### config.mk
export PLATFORM = sky130hd
export DESIGN_NAME = result_unloader
export DESIGN_NICKNAME = d
export VERILOG_FILES = /design/src/rtl/result_unloader.sv
export SDC_FILE = /design/constraint.sdc
export NUM_CORES = 1
export LEC_CHECK = 0
export CAP_MARGIN = 10
export CORE_MARGIN = 4
export CORE_UTILIZATION = 40
export CTS_CLUSTER_DIAMETER = 100
export CTS_CLUSTER_SIZE = 25
export DETAILED_ROUTE_END_ITERATION = 8
export PLACE_DENSITY = 0.76
export SLEW_MARGIN = 20
export SYNTH_ARGS = -nofsm -noshare
export SYNTH_HDL_FRONTEND = slang
export SYNTH_SLANG_ARGS = --single-unit
export TNS_END_PERCENT = 20
### constraint.sdc
create_clock -name clk -period 1.6 [get_ports clk]
set_input_delay 0.32 -clock clk [delete_from_list [all_inputs] [get_ports clk]]
set_output_delay 0.32 -clock clk [all_outputs]
set_load 0.005 [all_outputs]
### src/rtl/result_unloader.sv
// Result unloader: latches four 2*W-bit products and drains them as two 4*W-bit beats
// over a valid/ready stream, most-significant product first.
module result_unloader #(
    parameter int W     = 8,
    parameter int CNT_W = 8
) (
    input  logic             clk,
    input  logic             rst_n,
    input  logic             capture,
    input  logic [2*W-1:0]   prod0,
    input  logic [2*W-1:0]   prod1,
    input  logic [2*W-1:0]   prod2,
    input  logic [2*W-1:0]   prod3,
    output logic [4*W-1:0]   out_data,
    output logic             out_valid,
    input  logic             out_ready,
    output logic             out_last,
    output logic             busy,
    output logic             ovf,
    input  logic             clr_ovf,
    output logic [CNT_W-1:0] frame_cnt
);

    typedef enum logic [1:0] {
        IDLE  = 2'd0,
        BEAT0 = 2'd1,
        BEAT1 = 2'd2
    } state_t;

    state_t         state, state_nx;
    logic [2*W-1:0] hold0, hold1, hold2, hold3;
    logic           xfer;
    logic           load;
    logic           drop;
    logic           frame_done;

    always_ff @(posedge clk or negedge rst_n) begin
        if (!rst_n) begin
            state <= IDLE;
        end else begin
            state <= state_nx;
        end
    end

    // Outputs decode from state only, so out_ready never reaches out_valid.
    always_comb begin
        state_nx   = state;
        load       = 1'b0;
        drop       = 1'b0;
        frame_done = 1'b0;
        xfer       = (state != IDLE) && out_ready;
        out_valid  = 1'b0;
        out_last   = 1'b0;
        out_data   = '0;
        busy       = 1'b0;
        unique case (state)
            IDLE: begin
                if (capture) begin
                    load     = 1'b1;
                    state_nx = BEAT0;
                end
            end
            BEAT0: begin
                out_valid = 1'b1;
                busy      = 1'b1;
                out_data  = {hold0, hold1};
                drop      = capture;
                if (xfer) begin
                    state_nx = BEAT1;
                end
            end
            BEAT1: begin
                out_valid = 1'b1;
                out_last  = 1'b1;
                busy      = 1'b1;
                out_data  = {hold2, hold3};
                if (xfer) begin
                    frame_done = 1'b1;
                    if (capture) begin
                        load     = 1'b1;
                        state_nx = BEAT0;
                    end else begin
                        state_nx = IDLE;
                    end
                end else begin
                    drop = capture;
                end
            end
            default: begin
                state_nx = IDLE;
            end
        endcase
    end

    always_ff @(posedge clk or negedge rst_n) begin
        if (!rst_n) begin
            hold0 <= '0;
            hold1 <= '0;
            hold2 <= '0;
            hold3 <= '0;
        end else if (load) begin
            hold0 <= prod0;
            hold1 <= prod1;
            hold2 <= prod2;
            hold3 <= prod3;
        end
    end

    // A dropped capture outranks a simultaneous clear.
    always_ff @(posedge clk or negedge rst_n) begin
        if (!rst_n) begin
            ovf <= 1'b0;
        end else if (drop) begin
            ovf <= 1'b1;
        end else if (clr_ovf) begin
            ovf <= 1'b0;
        end
    end

    always_ff @(posedge clk or negedge rst_n) begin
        if (!rst_n) begin
            frame_cnt <= '0;
        end else if (frame_done) begin
            frame_cnt <= frame_cnt + 1'b1;
        end
    end

endmodule

==> run summary, run 1 <==
Max Root-Sink Buffers -> 2
Clock Skew -> 14.48 ps
Worst R2R End -> hold3[2]
Most frequent cell after synthesis -> dfrtp_1
Clock Latency Late Sink -> 350 ps
CP endpoint -> hold3[2]
Failing checks -> negative setup slack
Ports -> 113
Synth Instances -> 263
Finished Core Util -> 71.60%
Tmin final -> 2174 ps
Reg2reg setup slack -> -570 ps
RSZ-0062 raised after global routing -> true
Final Hold Viols -> 0
Synth top area cells -> dfrtp_1 (54%), mux2_2 (19%), a22oi_1 (6.9%)
Chip Width -> 101.5 um
TritonCTS Buffers -> 9
Gr usage total -> 20.52%
Die height -> 101.5 um
DR WL met2 -> 5416 um
Antenna-violating nets left -> 0
Max-slew violations -> 0
Design Power -> 0.01217 W
Slowest stage delay, CP -> 420 ps
Rows -> 33
Share of cells above drive strength 1 -> 48.60%
Maximum vdd drop -> 0.0009872 V
Core Area -> 8341 um^2
Worst Setup SP -> state[1]
Layout Cells excl Fill -> 533
Clock-pin slew on the worst setup and hold paths -> 90 ps
CP max FO -> 7
Initial core utilization -> 41.90%
Distinct cell type count of the synthesized netlist -> 27
Startpoint Class -> register
Share of Yosys cell area claimed by the top area cell type -> 53.71%
Nets@finish -> 500
Top_reg_cell synth -> dfrtp_1
Critical Path End Type -> register
Hold WC Path Type -> in -> async
Worst r2r src -> state[1]
Port Buf Inserts -> 112
First-pass GRT wire length -> 16060 um
Die area -> 10300 um^2
Vias per cell -> 5.246
TritonCTS clock tree -> built
WP data arrival -> 2400 ps
Post-Route WL -> 10680 um
Vias in the first global route -> 3034
Synthesized flop and latch total -> 75
Sequential share of the synthesized area -> 53.71%
Initial drt markers -> 124
Synth warn -> 0
Number of synthesized flops with an enable pin -> 0
Slew headroom -> 74.26%
Final Cycle Share -> 135.9%
Ant diodes -> 0
Final setup fails -> 109
Crit path cell chain -> buf_6 > ha_4 > buf_12 > buf_8 > buf_6 > a21o_1 > nand2_4 > buf_6 > buf_12 > buf_12 > mux2_4
Max_cap viols -> 0
Dpl hpwl -> 5974 um
DR vias -> 2796
CTS H-tree lvls -> 3
CP top delay family -> buffers and inverters
Avg Inst Size Synth -> 13.29 um^2
Final WS setup -> -574.3 ps
Worst Tran Pin Value -> 386.1 ps
DRT Pass-1 Iters -> 4
Metal3 WL -> 653 um
CP max-delay cell -> dfrtp_1
Async set or reset register ratio after synthesis -> 100.0%
Leak -> 2.824 nW
Leading area contributor after synthesis -> dfrtp_1
Outcome -> finished, violations left
F_max -> 459.9 MHz
Cell Pwr Density -> 2038 nW/um^2
Crit path buffers/inverters -> 7
CTS Root Buffer Type -> clkbuf_8
Top Metal Used -> met5
CP Depth -> 11
Dpl cells -> 484
Synth top cells by count -> dfrtp_1 (75), mux2_2 (59), a22oi_1 (32), nor2b_1 (32), clkbuf_1 (9)
GPL Wtd Cong -> 0.7592
Initial antenna violation count -> 1
Clock Sinks -> 75
Post-Syn Nets -> 339
Setup Crit Path Kind -> reg -> reg
Mapped Area -> 3495 um^2
Routed length per instance -> 20.04 um
Worst reg2reg path depth -> 11
CP required -> 1830 ps
Area Overhead vs Synth -> 70.89%
Pin count of the biggest net entering global routing -> 42
DRC Markers -> 0
GRT overflow -> 0
WL met1 -> 4494 um
-- worst register-to-register path, cell delays in order (launching register included) --
cell	delay [ps]
dfrtp_1	420
buf_6	140
ha_4	170
buf_12	130
buf_8	120
buf_6	110
a21o_1	180
nand2_4	90
buf_6	120
buf_12	130
buf_12	140
mux2_4	310
-- registers in the layout, summed over array words and instances, names as in the netlist --
signal	cells
frame_cnt	8
hold0	16
hold1	16
hold2	16
hold3	16
ovf	1
state	2
-- through the flow --
step / setup TNS [ps] / hold slack (ps) / area [um^2] / worst slack, ps
after floorplan: -4501 / 24.41 / 3513 / -73.47
after global placement: -37290 / 200.4 / 4887 / -484.9
after detailed placement: -40620 / 209.1 / 4887 / -517.7
after CTS: -46630 / 376.6 / 5932 / -555.7
after global routing: -56830 / 396.7 / 5972 / -625.7
final: -51780 / 372.5 / 5972 / -574.3
-- worst min path at each step --
stage | end | slack (ps) | cells after the start | startpoint
after global routing | frame_cnt[7] | 400 | 2 | rst_n
after floorplan | frame_cnt[0] | 20 | 0 | rst_n
after global placement | frame_cnt[5] | 200 | 1 | rst_n
after detailed placement | frame_cnt[6] | 210 | 1 | rst_n
after CTS | hold2[13] | 380 | 2 | rst_n
final | frame_cnt[7] | 370 | 2 | rst_n
-- timing repair --
action,in CTS,in global routing
pin swaps,13,23
setup endpoints to repair,114,111
buffers inserted,24,3
gates resized for setup,205,50
hold buffers,1,0
gates cloned,9,1
endpoints found under the hold margin,16,0
-- cell usage in the layout, fill, tap and decap left out, drive strengths merged, types with 2 or more instances in the layout --
master,Yosys,final
nor2b,32,32
dfrtp,75,75
bufbuf,0,2
nand3,3,3
clkdlybuf4s50,0,69
nand4,2,2
clkdlybuf4s15,0,2
dlygate4sd2,0,9
ha,7,7
a21oi,2,2
buf,10,78
bufinv,0,2
nand2,3,3
mux2,67,67
a22oi,32,32
clkinv,0,2
clkbuf,9,16
inv,4,4
nand2b,2,2
dlymetal6s2s,0,2
xnor2,6,6
-- kinds of logic after synthesis --
logic type | count (synthesis) | synth area share (%)
AOI/OAI and AO/OA | 37 | 7.841
xor gates and xnor gates | 7 | 1.754
adders and majority gates | 7 | 2.506
buffers and inverters | 23 | 4.225
DFF | 75 | 53.71
muxes | 67 | 21.59
and+or+nand+nor | 47 | 8.378
-- power breakdown --
part	switching, W	total [W]	internal, W
logic	0.00252	0.00702	0.00450
registers	0.000713	0.00353	0.00282
clock network	0.000715	0.00162	0.000907
total	0.00395	0.0122	0.00822
-- cell type report --
class / count / area (um^2)
inverter: 4 / 22.52
clock buffer: 10 / 137.6
multi-input combinational: 165 / 1907
tap: 105 / 131.4
clock inverter: 5 / 77.57
sequential: 75 / 1877
timing repair buffer: 169 / 1819
fill: 541 / 2369
-- routing by layer --
layer | GRT usage, % | up-vias
met5 | 0 | -
met4 | 6.033 | 2
li1 | - | 1263
met1 | 26.46 | 1417
met2 | 34.76 | 101
met3 | 4.477 | 13
Power figures use the tool's default switching activity.
==> run 2: changes to the inputs <==
--- a/config.mk
+++ b/config.mk
@@ -6,7 +6,7 @@
 export NUM_CORES = 1
 export LEC_CHECK = 0
 export CAP_MARGIN = 10
-export CORE_MARGIN = 4
+export CORE_MARGIN = 2
 export CORE_UTILIZATION = 40
 export CTS_CLUSTER_DIAMETER = 100
 export CTS_CLUSTER_SIZE = 25
==> run summary, run 2 (synthesized netlist as in run 1, its figures left out) <==
Initial core utilization -> 40.67% (-1.2 points)
Cell Pwr Density -> 1951 nW/um^2 (-4.3%)
Nets@finish -> 494 (-1.2%)
Commonest non-fill, non-tap cell in the layout -> dfrtp_1
Maximum vdd drop -> 0.0008764 V (-11%)
Worst r2r src -> state[1]
Initial antenna violation count -> 0 (-1)
Max_cap viols -> 0 (unchanged)
Clock Sinks -> 75 (unchanged)
Failing checks -> negative setup slack
Worst reg2reg path depth -> 8 (-3)
Max-slew violations -> 0 (unchanged)
CP max FO -> 6 (-1)
CP max-delay cell -> dfrtp_1
Vias per cell -> 5.089 (-3.0%)
Max Root-Sink Buffers -> 2 (unchanged)
CP required -> 1280 ps (-550 ps)
Tmin final -> 2075 ps (-99.15 ps)
First-pass GRT wire length -> 15140 um (-5.7%)
Final WS setup -> -475.1 ps (+99.15 ps)
Final setup fails -> 109 (unchanged)
Routed length per instance -> 17.55 um (-12%)
Rows -> 34 (+3.0%)
Vias in the first global route -> 2920 (-3.8%)
Finished Core Util -> 65.24% (-6.4 points)
Clock-pin slew on the worst setup and hold paths -> 80 ps (about the same)
Final instance area -> 5607 um^2 (-6.1%)
Slowest stage delay, CP -> 440 ps (+20 ps)
F_max -> 481.9 MHz (+4.8%)
Critical Path End Type -> output port
Post-Route WL -> 9304 um (-13%)
Pre-CTS WS -> -485.1 ps (+32.61 ps)
Port Buf Inserts -> 112 (unchanged)
Area Overhead vs Synth -> 60.44%
Initial drt markers -> 75 (-40%)
Final Cycle Share -> 129.7% (-6.2 points)
Chip Width -> 97.47 um (-3.9%)
Ant diodes -> 0 (unchanged)
Commonest non-fill, non-tap cells in the layout -> dfrtp_1 (75), clkdlybuf4s50_1 (69), mux2_2 (37)
Dpl hpwl -> 5632 um (-5.7%)
DR vias -> 2697 (-3.5%)
Share of cells above drive strength 1 -> 48.34% (-0.26 points)
Worst Tran Pin Value -> 398.1 ps (+11.98 ps)
Antenna-violating nets left -> 0 (unchanged)
GPL Wtd Cong -> 0.7272 (-4.2%)
CTS Root Buffer Type -> clkbuf_8
Crit path cell chain -> buf_6 > ha_4 > buf_12 > buf_8 > a22oi_2 > nor2b_1 > buf_2
Startpoint Class -> register
DP Area -> 4881 um^2 (-0.13%)
Layout fillers -> 625 (+16%)
Design Power -> 0.01094 W (-10%)
Reg2reg setup slack -> -430 ps (+140 ps)
WP data arrival -> 1760 ps (-640 ps)
Clock Skew -> 5.312 ps (-9.165 ps)
DRC Markers -> 0 (unchanged)
GRT overflow -> 0 (unchanged)
TritonCTS Buffers -> 9 (unchanged)
Leak -> 2.540 nW (-10%)
Die area -> 9500 um^2 (-7.7%)
Clock Latency Late Sink -> 340 ps (about the same)
Setup Crit Path Kind -> reg -> out
Pin count of the biggest net entering global routing -> 30 (-29%)
Final Hold Viols -> 0 (unchanged)
DRT Pass-1 Iters -> 5 (+1)
Worst R2R End -> hold3[8]
CTS H-tree lvls -> 3 (unchanged)
Ports -> 113 (unchanged)
Hold_ws -> 472.2 ps (+99.70 ps)
Core Area -> 8593 um^2 (+3.0%)
RSZ-0062 raised after global routing -> true
Outcome -> finished, violations left
Die height -> 97.47 um (-3.9%)
Gr usage total -> 20.25% (-0.27 points)
Hold WC Path Type -> in -> async
TritonCTS clock tree -> built
Slew headroom -> 73.46% (-0.80 points)
[run 2: area by class of cell]
| cell class | instances | area, um^2 | share of cell area (%) |
|---|---|---|---|
| repair buffers | 163 | 1634 | 29.15 |
| clock buffers | 12 | 145.1 | 2.589 |
| clock inverters | 3 | 15.01 | 0.2678 |
| inverters | 4 | 15.01 | 0.2678 |
| flip-flops and latches | 75 | 1877 | 33.47 |
| multi-input cells | 165 | 1785 | 31.85 |
| well taps | 108 | 135.1 | 2.410 |
[run 2: worst max path at each step]
stage	slack, ps	start	to	depth (start not counted)
2_1_floorplan	-70	state[0]	hold1[10]	7
3_3_place_gp	-440	state[0]	out_data[29]	5
3_5_place_dp	-490	state[0]	out_data[4]	5
4_1_cts	-510	state[1]	state[0]	9
5_1_grt	-560	state[1]	out_data[0]	7
6_report	-480	state[1]	out_data[0]	7
[run 2: timing repair]
action / CTS / global route
gates resized for setup: 202 / 36
pin swaps: 18 / 12
cloned: 3 / 0
endpoints found under the setup margin: 113 / 112
endpoints found under the hold margin: 27 / 0
buffers inserted: 25 / 4
hold buffers: 1 / 0
[run 2: critical path: cells and delay by family, from the launching register on]
family	cells	cell delay [ps]
AOI/OAI and AO/OA	1	170
and+or+nand+nor	1	60
DFF	1	440
buffers and inverters	4	530
adders and majority gates	1	200
[run 2: report_power, final]
part	switching (W)	internal [W]	leakage (nW)
logic	0.00232	0.00389	1.56
registers	0.000656	0.00282	0.897
clock network	0.000664	0.000591	0.0860
[run 2: routing by layer]
layer	global-route usage (%)	up-vias	wire length [um]
met5	0	-	0
met4	5.876	0	183
met3	6.835	18	467
met2	33.63	83	4625
met1	25.21	1352	4028
li1	-	1244	-
[run 2: metrics by stage]
step	cells	TNS, ps
final	530	-40930
after global routing	530	-46780
after global placement	484	-35680
after detailed placement	484	-38990
after CTS	527	-38470
after floorplan	263	-4501
==> run 3: changes to the inputs <==
--- a/config.mk
+++ b/config.mk
@@ -7,11 +7,11 @@
 export LEC_CHECK = 0
 export CAP_MARGIN = 10
 export CORE_MARGIN = 2
-export CORE_UTILIZATION = 40
+export CORE_UTILIZATION = 42
 export CTS_CLUSTER_DIAMETER = 100
 export CTS_CLUSTER_SIZE = 25
 export DETAILED_ROUTE_END_ITERATION = 8
-export PLACE_DENSITY = 0.76
+export PLACE_DENSITY = 0.79
 export SLEW_MARGIN = 20
 export SYNTH_ARGS = -nofsm -noshare
 export SYNTH_HDL_FRONTEND = slang
==> run summary, run 3 (synthesized netlist as in run 1, its figures left out) <==
Failing checks -> negative setup slack
Area Overhead vs Synth -> 54.46%
Vias in the first global route -> 2786 (-4.6%)
Crit path cell chain -> buf_12 > ha_4 > buf_12 > buf_4 > a22oi_2 > nor2b_1 > clkbuf_2
Max Root-Sink Buffers -> 2 (unchanged)
Initial antenna violation count -> 0 (unchanged)
Leak -> 2.363 nW (-6.9%)
Die area -> 9066 um^2 (-4.6%)
Core Area -> 8134 um^2 (-5.3%)
Ant diodes -> 0 (unchanged)
Worst reg2reg path depth -> 8 (unchanged)
CP max FO -> 8 (+2)
Clock Latency Late Sink -> 340 ps (about the same)
Slew headroom -> 69.34% (-4.1 points)
CP max-delay cell -> dfrtp_2
Global routing usage on met2 -> 34.33% (+0.70 points)
GRT met3 Usage -> 3.874% (-3.0 points)
First-pass GRT wire length -> 13540 um (-11%)
Startpoint Class -> register
CP required -> 1280 ps (about the same)
TritonCTS Buffers -> 9 (unchanged)
Outcome -> finished, violations left
Gr usage total -> 19.91% (-0.34 points)
Clock Sinks -> 75 (unchanged)
Routed length per instance -> 17.34 um (-1.2%)
GRT overflow -> 0 (unchanged)
Worst Tran Pin Value -> 459.8 ps (+61.76 ps)
F_max -> 485.6 MHz (+0.78%)
Tmin final -> 2059 ps (-15.97 ps)
Critical Path End Type -> output port
WP data arrival -> 1740 ps (-20 ps)
Slowest stage delay, CP -> 450 ps (about the same)
Nets@finish -> 480 (-2.8%)
Hold depth -> 1
Worst Setup SP -> state[1]
Clock-pin slew on the worst setup and hold paths -> 80 ps (about the same)
Commonest non-fill, non-tap cell in the layout -> dfrtp_1
DRC Markers -> 0 (unchanged)
Antenna-violating nets left -> 0 (unchanged)
Busiest grt layer -> met2
Dpl hpwl -> 5555 um (-1.4%)
Commonest non-fill, non-tap cells in the layout -> dfrtp_1 (74), clkdlybuf4s50_1 (69), mux2_2 (56)
Chip Width -> 95.22 um (-2.3%)
Share of cells above drive strength 1 -> 46.32% (-2.0 points)
Most numerous cell on the critical path -> buf_12
Design Power -> 0.01047 W (-4.2%)
Hold WC Path Type -> reg -> reg
Min-delay src -> frame_cnt[7]
Final setup fails -> 105 (-3.7%)
Worst r2r src -> state[1]
Initial drt markers -> 88 (+17%)
RSZ-0062 raised after global routing -> true
Final Hold Viols -> 0 (unchanged)
DR vias -> 2622 (-2.8%)
Clock Skew -> 9.455 ps (+4.143 ps)
Ports -> 113 (unchanged)
Setup Crit Path Kind -> reg -> out
Rows -> 33 (-2.9%)
Hold EP -> frame_cnt[7]
Cell Pwr Density -> 1941 nW/um^2 (-0.54%)
Die height -> 95.22 um (-2.3%)
Final WS setup -> -459.2 ps (+15.97 ps)
Reg2reg setup slack -> -440 ps (about the same)
Port Buf Inserts -> 112 (unchanged)
Layout fillers -> 596 (-4.6%)
CTS H-tree lvls -> 3 (unchanged)
Final Cycle Share -> 128.7% (-1.0 points)
DRT Pass-1 Iters -> 4 (-1)
Max-slew violations -> 0 (unchanged)
Vias per cell -> 5.111 (+0.44%)
Maximum vdd drop -> 0.0008291 V (-5.4%)
Worst R2R End -> hold1[8]
Met1 Usage GRT -> 24.56% (-0.65 points)
Pre-CTS WS -> -486.5 ps (-1.313 ps)
Initial core utilization -> 42.96% (+2.3 points)
Max_cap viols -> 0 (unchanged)
Post-Route WL -> 8896 um (-4.4%)
Pin count of the biggest net entering global routing -> 35 (+17%)
CTS Root Buffer Type -> clkbuf_8
GPL Wtd Cong -> 0.7494 (+3.1%)
TritonCTS clock tree -> built
[run 3: changes by cell type in the layout (fill, tap and decap cells not counted), moves of 2 or more]
cell,delta
mux2_2,+19
mux2_4,-19
buf_6,-8
buf_2,-6
clkbuf_2,+5
buf_12,-3
buf_4,-2
bufinv_16,+2
[run 3: critical path: cells and delay by family, from the launching register on]
kind | cells | cell delay (ps)
AOI/OAI and AO/OA | 1 | 160
DFF | 1 | 450
and+or+nand+nor | 1 | 70
buffers and inverters | 4 | 530
adders and majority gates | 1 | 190
[run 3: through the flow]
step | cell area, um^2 | TNS [ps] | util, % | cells | hold slack (ps)
floorplan | 3513 | -4501 | - | 263 | 24.41
global placement | 4837 | -25140 | 59.47 | 479 | 290.8
detailed placement | 4837 | -29520 | 59.47 | 479 | 292.2
CTS | 5345 | -31170 | 65.71 | 507 | 481.9
global route | 5398 | -45640 | 66.36 | 513 | 489.4
finish | 5398 | -39240 | 66.36 | 513 | 476.4
[run 3: power breakdown]
part	leakage [nW]	total, W	switching (W)	internal (W)
Combinational	1.36	0.00546	0.00214	0.00332
Clock	0.106	0.00154	0.000670	0.000868
Sequential	0.895	0.00348	0.000659	0.00282
Total	2.36	0.0105	0.00347	0.00700
[run 3: cell type report]
type | instances | area, um^2 | share of cell area (%)
Inverter | 4 | 17.52 | 0.3245
Tap cell | 105 | 131.4 | 2.434
Clock buffer | 10 | 127.6 | 2.364
Clock inverter | 5 | 78.83 | 1.460
Timing Repair Buffer | 149 | 1456 | 26.98
Sequential cell | 75 | 1878 | 34.79
Multi-Input combinational cell | 165 | 1708 | 31.64
[run 3: what timing repair did]
item                                   CTS  global route
endpoints found under the hold margin   32             0
pin swaps                               19            10
resized for setup                      165            29
hold buffers                             1             0
cloned                                   2             1
buffers inserted                        10             6
setup endpoints to repair              113           112
[run 3: metal layers]
layer  routed length, um  up-vias
met5                   0        -
met2                4654       73
met3                 393       12
met1                3715     1321
met4                 133        0
li1                    -     1216
[run 3: worst max path at each step]
stage | endpoint | slack, ps
finish | out_data[27] | -460
global route | out_data[27] | -530
CTS | out_data[27] | -470
detailed placement | out_data[28] | -490
global placement | out_data[2] | -470
floorplan | hold1[10] | -70
